===== src/rtl/writeback_unit_pkg.sv =====
// Shared widths and limits for the writeback unit and its register-file scoreboard.
package writeback_unit_pkg;
  localparam int REG_ADDR_W = 5;
  localparam int XLEN       = 32;
  localparam int SB_CNT_W   = 2;
  localparam int SB_CNT_MAX = 3;
  localparam int NUM_REGS   = 1 << REG_ADDR_W;
endpackage


===== src/rtl/writeback_unit_arbiter.sv =====
// Two-request arbiter: LSU has priority, and the ALU is forced through after
// STARVE_LIMIT consecutive losses. Readies are combinational.
module wb_arbiter #(
  parameter int STARVE_LIMIT = 3
) (
  input  logic i_clk,
  input  logic i_rst_n,
  input  logic i_alu_valid,
  input  logic i_lsu_valid,
  output logic o_alu_ready,
  output logic o_lsu_ready,
  output logic o_grant_alu
);
  localparam int SW = (STARVE_LIMIT < 1) ? 1 : $clog2(STARVE_LIMIT + 1);

  logic [SW-1:0] r_starve;
  logic          w_forced;

  assign w_forced    = i_alu_valid && (r_starve == SW'(STARVE_LIMIT));
  assign o_alu_ready = i_alu_valid && (w_forced || !i_lsu_valid);
  assign o_lsu_ready = i_lsu_valid && !w_forced;
  assign o_grant_alu = o_alu_ready;

  // Saturation is implicit: at the limit the ALU always wins and the count clears.
  always_ff @(posedge i_clk or negedge i_rst_n) begin
    if (!i_rst_n) begin
      r_starve <= '0;
    end else if (i_alu_valid && !o_alu_ready) begin
      r_starve <= r_starve + 1'b1;
    end else begin
      r_starve <= '0;
    end
  end
endmodule


===== src/rtl/writeback_unit.sv =====
// Retires one ALU/LSU result per cycle into the register-file write port and
// tracks per-register pending writes so decode can stall on RAW hazards.
module writeback_unit
  import writeback_unit_pkg::*;
#(
  parameter int XLEN         = writeback_unit_pkg::XLEN,
  parameter int STARVE_LIMIT = 3
) (
  input  logic                  i_clk,
  input  logic                  i_rst_n,
  input  logic                  i_issue_valid,
  input  logic [REG_ADDR_W-1:0] i_issue_rd,
  output logic                  o_issue_ready,
  input  logic [REG_ADDR_W-1:0] i_chk_rs1,
  input  logic [REG_ADDR_W-1:0] i_chk_rs2,
  output logic                  o_busy_rs1,
  output logic                  o_busy_rs2,
  input  logic                  i_alu_valid,
  input  logic [REG_ADDR_W-1:0] i_alu_rd,
  input  logic [XLEN-1:0]       i_alu_val,
  output logic                  o_alu_ready,
  input  logic                  i_lsu_valid,
  input  logic [REG_ADDR_W-1:0] i_lsu_rd,
  input  logic [XLEN-1:0]       i_lsu_val,
  output logic                  o_lsu_ready,
  output logic                  o_w_op,
  output logic [REG_ADDR_W-1:0] o_w_reg_num,
  output logic [XLEN-1:0]       o_w_val
);
  logic                  w_grant_alu;
  logic                  w_accept;
  logic [REG_ADDR_W-1:0] w_acc_rd;
  logic [XLEN-1:0]       w_acc_val;
  logic                  w_inc_fire;

  logic                  r_w_op;
  logic [REG_ADDR_W-1:0] r_w_reg_num;
  logic [XLEN-1:0]       r_w_val;
  logic [SB_CNT_W-1:0]   r_cnt [NUM_REGS];

  wb_arbiter #(.STARVE_LIMIT(STARVE_LIMIT)) u_arb (
    .i_clk       (i_clk),
    .i_rst_n     (i_rst_n),
    .i_alu_valid (i_alu_valid),
    .i_lsu_valid (i_lsu_valid),
    .o_alu_ready (o_alu_ready),
    .o_lsu_ready (o_lsu_ready),
    .o_grant_alu (w_grant_alu)
  );

  assign w_accept  = o_alu_ready || o_lsu_ready;
  assign w_acc_rd  = w_grant_alu ? i_alu_rd  : i_lsu_rd;
  assign w_acc_val = w_grant_alu ? i_alu_val : i_lsu_val;

  always_ff @(posedge i_clk or negedge i_rst_n) begin
    if (!i_rst_n) begin
      r_w_op      <= 1'b0;
      r_w_reg_num <= '0;
      r_w_val     <= '0;
    end else begin
      // x0 results are consumed but never strobe the register file.
      r_w_op <= w_accept && (w_acc_rd != '0);
      if (w_accept) begin
        r_w_reg_num <= w_acc_rd;
        r_w_val     <= w_acc_val;
      end
    end
  end

  assign o_w_op      = r_w_op;
  assign o_w_reg_num = r_w_reg_num;
  assign o_w_val     = r_w_val;

  assign o_issue_ready = (i_issue_rd == '0) ||
                         (r_cnt[i_issue_rd] != SB_CNT_W'(SB_CNT_MAX));
  assign w_inc_fire    = i_issue_valid && o_issue_ready && (i_issue_rd != '0);
  assign o_busy_rs1    = (r_cnt[i_chk_rs1] != '0);
  assign o_busy_rs2    = (r_cnt[i_chk_rs2] != '0);

  // Entry 0 is only ever written by reset, which keeps x0 permanently idle.
  always_ff @(posedge i_clk or negedge i_rst_n) begin
    if (!i_rst_n) begin
      for (int i = 0; i < NUM_REGS; i++) r_cnt[i] <= '0;
    end else begin
      for (int i = 1; i < NUM_REGS; i++) begin
        case ({w_inc_fire && (i_issue_rd == REG_ADDR_W'(i)),
               r_w_op && (r_w_reg_num == REG_ADDR_W'(i))})
          2'b10:   r_cnt[i] <= r_cnt[i] + 1'b1;
          2'b01:   if (r_cnt[i] != '0) r_cnt[i] <= r_cnt[i] - 1'b1;
          default: ;
        endcase
      end
    end
  end

  // A retiring write must always have a matching pending entry.
  a_no_underflow: assert property (@(posedge i_clk) disable iff (!i_rst_n)
    r_w_op |-> (r_cnt[r_w_reg_num] != '0));
endmodule


===== config.mk =====
export PLATFORM = sky130hd
export DESIGN_NAME = writeback_unit
export DESIGN_NICKNAME = d
export VERILOG_FILES = /design/src/rtl/writeback_unit_pkg.sv /design/src/rtl/writeback_unit_arbiter.sv /design/src/rtl/writeback_unit.sv
export SDC_FILE = /design/constraint.sdc
export NUM_CORES = 1
export LEC_CHECK = 0
export CELL_PAD_IN_SITES_DETAIL_PLACEMENT = 1
export CELL_PAD_IN_SITES_GLOBAL_PLACEMENT = 2
export CORE_MARGIN = 10
export CORE_UTILIZATION = 31
export DETAILED_ROUTE_END_ITERATION = 7
export PLACE_DENSITY_LB_ADDON = 0.1
export REMOVE_ABC_BUFFERS = 1
export SYNTH_ARGS = -nofsm -noshare
export SYNTH_HDL_FRONTEND = slang
export SYNTH_HIERARCHICAL = 1
export SYNTH_SLANG_ARGS = --single-unit

===== constraint.sdc =====
create_clock -name i_clk -period 2.7 [get_ports i_clk]
set_input_delay 0.54 -clock i_clk [delete_from_list [all_inputs] [get_ports i_clk]]
set_output_delay 0.54 -clock i_clk [all_outputs]
set_load 0.02 [all_outputs]

* Word-level counts from Yosys, hierarchy flattened
Cells that the tools add are included.
** Word-level totals
- Register bits :: 102
- Input port bits :: 94
- Output and inout port bits :: 43
- Word-level logic and storage cells :: 508
** Cells by class
- Add/subtract/negate cells :: 63
- $lt $le $gt $ge :: 3
- Equality and inequality tests :: 157
- Muxes and demuxes :: 74
- Bitwise gates (word level) :: 3
- Reduce and logical (&&, ||, !) cells :: 173
** Operator list (count)
- equality test 5 bit (second input constant) :: 32
- nonzero test 2 bit :: 64
- case mux 2 bit (2 select lines) :: 31
- equality test 5 x 4 -> 1 bit (second input constant) :: 16
- two-way mux 2 bit :: 38
- logical AND 1 bit :: 69
- adder 2 x 1 -> 2 bit (second input constant) :: 32
- equality test 2 bit (second input constant) :: 32
- inequality test 2 bit (second input constant) :: 32
- equality test 2 x 1 -> 1 bit (second input constant) :: 31
- AND reduction 2 bit :: 31
- subtractor 2 x 1 -> 2 bit (second input constant) :: 31
- equality test 5 x 3 -> 1 bit (second input constant) :: 8
- two-way mux 32 bit :: 1
- binary-select mux 2 bit (select 5 bit) :: 3
- equality test 5 x 2 -> 1 bit (second input constant) :: 4
- greater-or-equal comparator 6 bit (second input constant) :: 3
- NOT 5 -> 6 bit :: 3
- equality test 5 x 1 -> 1 bit (second input constant) :: 2
- nonzero test 5 bit :: 2
- logical NOT 5 bit :: 1
- two-way mux 5 bit :: 1
- logical NOT 1 bit :: 3
- logical OR 1 bit :: 3

* Longest topological paths before layout
Gate-level depths: netlist of run 1.
- Word-level depth :: 12
- Mapped depth :: 11
- Gate-level depth less buffers :: 7

* Cells and area by module
The synthesis of run 1 kept the hierarchy.
** Modules (own cells, without submodules)
- writeback_unit :: times used 1, cells an instance 760, area each 6503.7 um^2, sequential area each 2502.4 um^2
- wb_arbiter :: times used 1, cells an instance 9, area each 111.4 um^2, sequential area each 50.0 um^2

* Least setup slack after synthesis of run 1
Ideal clock, no wire load.
- Path kind :: input port to flip-flop
- Start point :: input port i_alu_valid
- End point :: register r_w_val[1], in the netlist o_w_val[1]
- Library setup time :: 137 ps
- Data arrival time :: 2573 ps
- Required time :: 2563 ps
- Slack :: -10 ps
- Stages :: 6
- Buffers on the path :: 3
- Cells stage by stage :: a21boi_0 > buf_4 > clkbuf_1 > clkbuf_1 > mux2i_1 > a21oi_1
** On the way
- Cells in the longest elaborated chain, start to end :: 4
- Elaborated cells between the ends (all ways) :: 7
- Classes of those cells :: mux: 1; reduce/logical: 6
** RTL lines
- start, declared :: line writeback_unit.sv:18 : input logic i_alu_valid,
- logical AND 1 bit :: line writeback_unit_arbiter.sv:19 : assign w_forced = i_alu_valid && (r_starve == SW'(STARVE_LIMIT));
- logical OR 1 bit :: line writeback_unit_arbiter.sv:20 : assign o_alu_ready = i_alu_valid && (w_forced || !i_lsu_valid);
- logical AND 1 bit * :: line writeback_unit_arbiter.sv:20
- named net w_grant_alu :: line writeback_unit.sv:30 : logic w_grant_alu;
- two-way mux 32 bit or logical OR 1 bit (tied branches) :: line writeback_unit.sv:53, writeback_unit.sv:51
- end signal, assigned :: line writeback_unit.sv:65 : r_w_val <= w_acc_val;
- end, declared :: line writeback_unit.sv:38 : logic [XLEN-1:0] r_w_val;
Mark *: on every way through the listed nets, which the timed path passes. The rest lies on a longest branch.
A chain may end at the register's enable or synchronous reset.

* Final worst setup path of run 1
- Start point :: register r_cnt[37] in the netlist's numbering
- End point :: output port o_busy_rs2
** On the way
- Cells in the longest elaborated chain, start to end :: 4
** RTL lines
- start, declared :: line writeback_unit.sv:39 : logic [SB_CNT_W-1:0] r_cnt [NUM_REGS];
- start signal, assigned by index :: line writeback_unit.sv:88 : 2'b10: r_cnt[i] <= r_cnt[i] + 1'b1;
- binary-select mux 2 bit (select 5 bit) :: line writeback_unit.sv:78 : assign o_busy_rs2 = (r_cnt[i_chk_rs2] != '0);
- two-way mux 2 bit (implied by the code) (2 in a row) :: line writeback_unit.sv:78
- nonzero test 2 bit :: line writeback_unit.sv:78
- end, declared :: line writeback_unit.sv:17 : output logic o_busy_rs2,
Every way passes these cells. The select of a mux whose other input is x is not followed.

==> results of run 1 <==
cells in the final DEF, fill, tap and decap left out, drive strengths merged, types with 17 or more instances in the layout:
cell           count
buf              130
clkdlybuf4s50    122
nor2             111
dfrtp            102
a21oi             79
nand2             56
mux2i             49
o21ai             43
nor3              39
a211oi            29
nand3             21
a21boi            17
logic make-up (layout without fill, tap and decap cells):
family          count (synthesis)  count (layout)  synth area share
simple gates                  315             315             0.232
compound gates                217             217             0.206
fa+ha+maj                       1               1           0.00189
xor+xnor                       16              16            0.0212
mux                            63              63             0.117
buf+inv                        55             289            0.0359
flops                         102             102             0.386
what timing repair did:
action                                  in CTS  in global routing
buffers inserted                             6                  1
pin swaps                                    8                  8
endpoints found under the setup margin      18                 11
gates resized for setup                     73                 24
cloned                                       4                  0
layer usage:
metal / up-vias / wire, um / share of wire / GRT usage
met1: 3378 / 11000 / 0.42 / 0.219
met5: - / 0 / 0 / 0
met2: 196 / 12500 / 0.48 / 0.311
li1: 3260 / - / - / -
met4: 0 / 445 / 0.017 / 0.0458
met3: 29 / 2330 / 0.089 / 0.0712
worst max-delay path by stage:
stage / from / to / slack, ns / cells past startpoint
2_1_floorplan: i_alu_valid / o_w_op$_DFF_PN0_ / -3.90 / 4
3_3_place_gp: i_chk_rs1[1] / o_busy_rs1 / -0.74 / 8
3_5_place_dp: i_issue_rd[0] / o_issue_ready / -0.77 / 8
4_1_cts: r_cnt[9]$_DFFE_PN0P_ / o_busy_rs1 / -0.02 / 6
5_1_grt: r_cnt[9]$_DFFE_PN0P_ / o_busy_rs1 / -0.06 / 6
6_report: r_cnt[37]$_DFFE_PN0P_ / o_busy_rs2 / 0.005 / 6
power groups by stage:
stage | registers [mW] | clock network (mW) | logic (mW)
2_1_floorplan | 2.22 | 0 | 0.848
3_3_place_gp | 2.16 | 0 | 2.03
3_5_place_dp | 2.17 | 0 | 2.11
4_1_cts | 2.16 | 1.35 | 2.21
5_1_grt | 2.23 | 1.41 | 2.45
6_report | 2.18 | 1.31 | 2.23
worst reg2reg max path, cell delays in order, from the launching register on:
cell	delay (ns)
dfrtp_1	0.43
buf_6	0.15
mux4_2	0.45
nand3b_1	0.10
nand4_1	0.14
o21a_2	0.17
buf_6	0.14
buf_6	0.15
or4_1	0.52
and3b_1	0.21
nor3_2	0.10
area by class of cell:
type | instances | area, um^2
inverters | 11 | 41.3
multi-input cells | 612 | 3990
clock inverters | 7 | 55.1
clock buffers | 9 | 225
repair buffers | 262 | 2500
flip-flops and latches | 102 | 2550
fillers | 2434 | 11300
well taps | 275 | 344
state kept, by name, indices dropped and copies added (netlist names):
name	flops
u_arb/r_starve	2
o_w_reg_num	5
r_cnt	62
o_w_val	32
o_w_op	1
through the flow:
step / area [um^2] / hold slack [ns] / util / setup WS (ns) / instances
after detailed placement: 9120 / 0.519 / 0.434 / -0.773 / 1251
after global placement: 9120 / 0.505 / 0.434 / -0.743 / 1251
final: 9710 / 0.156 / 0.462 / 0.00462 / 1278
after floorplan: 6420 / 0.244 / - / -3.90 / 725
after CTS: 9640 / 0.158 / 0.458 / -0.0213 / 1277
after global routing: 9710 / 0.175 / 0.462 / -0.0605 / 1278
==> impl_results.md, run 1 <==
- Slowest-stage cell, CP: mux4_2
- Vias: 6,863
- CORE AREA: 21,000 um^2
- Num CTS Buffers: 9
- GRT Util Overall: 0.186
- Tot Pwr: 5.72 mW
- Placement row count: 53
- First-pass GRT wire length: 41.9 mm
- Worst vdd ir: 0.000309 V
- CP arrival: 2.16 ns
- Synth-to-layout area growth: 46.8%
- Top Family by Delay on Critical Path: multiplexers
- Part of the power in the clock network: 0.229
- Vias per cell: 5.37
- Crit Path Category: register to primary output
- Final min period: 2.70 ns
- CTS tree: done
- Cell chain of the critical path: nor2_1, buf_4, a21oi_2, mux4_2, mux4_2, buf_6
- Most frequent CP cell: mux4_2
- Synth top area share: 0.386
- Area leader, netlist: dfrtp_1
- Setup-failing EPs final: 0
- Slew @ Worst Pin: 0.667 ns
- Port Buf Inserts: 136
- Layout Nets: 1,093
- Mapped Cells: 769
- Status: finished, final reports clean
- RSZ-0062 raised after global routing: yes
- Largest net degree at the start of global routing: 55
- ANT nets after route: 0
- Fraction of layout cells with a size suffix above 1: 0.219
- Sequential fraction of the synthesis area: 0.386
- Yosys cell types: 51
- Worst path buffer plus inverter count: 2
- Final worst path period share: 0.998
- Clock Latency Late Sink: 0.36 ns
- Fin. Hold Viols: 0
- RD Place Congestion: 0.876
- Synth cell count leaders: 111 x nor2_1, 102 x dfrtp_1, 79 x a21oi_1, 56 x nand2_1, 49 x mux2i_1
- EDFF count, synth: 0
- IO Pins: 137
- Number of global-route vias before repair: 7,590
- R2R cell count: 10
- Sw Share: 0.371
- Top FF cell, synth: dfrtp_1
- Most area-consuming cells after synthesis: dfrtp_1 39%, mux2i_1 7.4%, nor2_1 6.3%, a21oi_1 6.0%, mux4_2 3.7%
- Clock buffer depth: 2
- Yosys warns: 10
- PD cells: 589 nW/um^2
- Pint: 3.60 mW
- Die Y: 166 um
- Starting Density: 0.315
- CTS Hold Bufs: 0
- CTS root buf: clkbuf_16
- Final Skew: 0.00898 ns
- Mapped Area: 6620 um^2
- Gr ovfl total: 0
- Final wirelength: 26.2 mm
- #FFs+latches synth: 102
- Crit Reg-Reg Endpoint: r_cnt[27]$_DFFE_PN0P_
- Remaining DRCs: 0
- Reg2Reg Setup Slack: 0.08 ns
- Max Cap Violations: 0
- Antenna violations before repair: 0
- Setup TNS: 0 ns
- Die X-Extent: 166 um
- Worst-path fanout max: 2
- Hold Crit Class: input port to async pin
- Worst setup SP type: register
- Slew Viols, Final: 0
- Slew headroom: 0.556
- Static Leakage: 4.13 nW
- Reg2Reg Launch Point: r_cnt[15]$_DFFE_PN0P_
- N_diodes: 0
- Peak Freq: 0.371 GHz
- Iter 0 DRT Violations: 294
- Avg Cell Area, Syn: 8.60 um^2
- WL/cell: 20.5 um
- HPWL Detailed: 20.5 mm
- Detailed Routing Iterations Pass 1: 4
- Worst setup EP type: primary output
- Required @ worst endpoint: 2.16 ns
- Die footprint: 27,600 um^2
- Switching pwr: 2.12 mW
- Clk sinks: 102
- Async SR Flop Fraction: 1.00
- Sequential fraction of design power: 0.381
- Slowest stage delay, CP: 0.48 ns
- Worst-path clk slew: 0.07 ns
- Most common cell in the netlist: nor2_1
- H-tree Lvls: 3
- Comb power frac: 0.390
Note: power is estimated with default switching activity, not from simulation.
==> run 2: changes to the inputs <==
Settings changed: CTS_CLUSTER_DIAMETER from default to 30.
==> results of run 2 <==
Same layout as run 1: the final DEF is identical, and so are final timing and power.
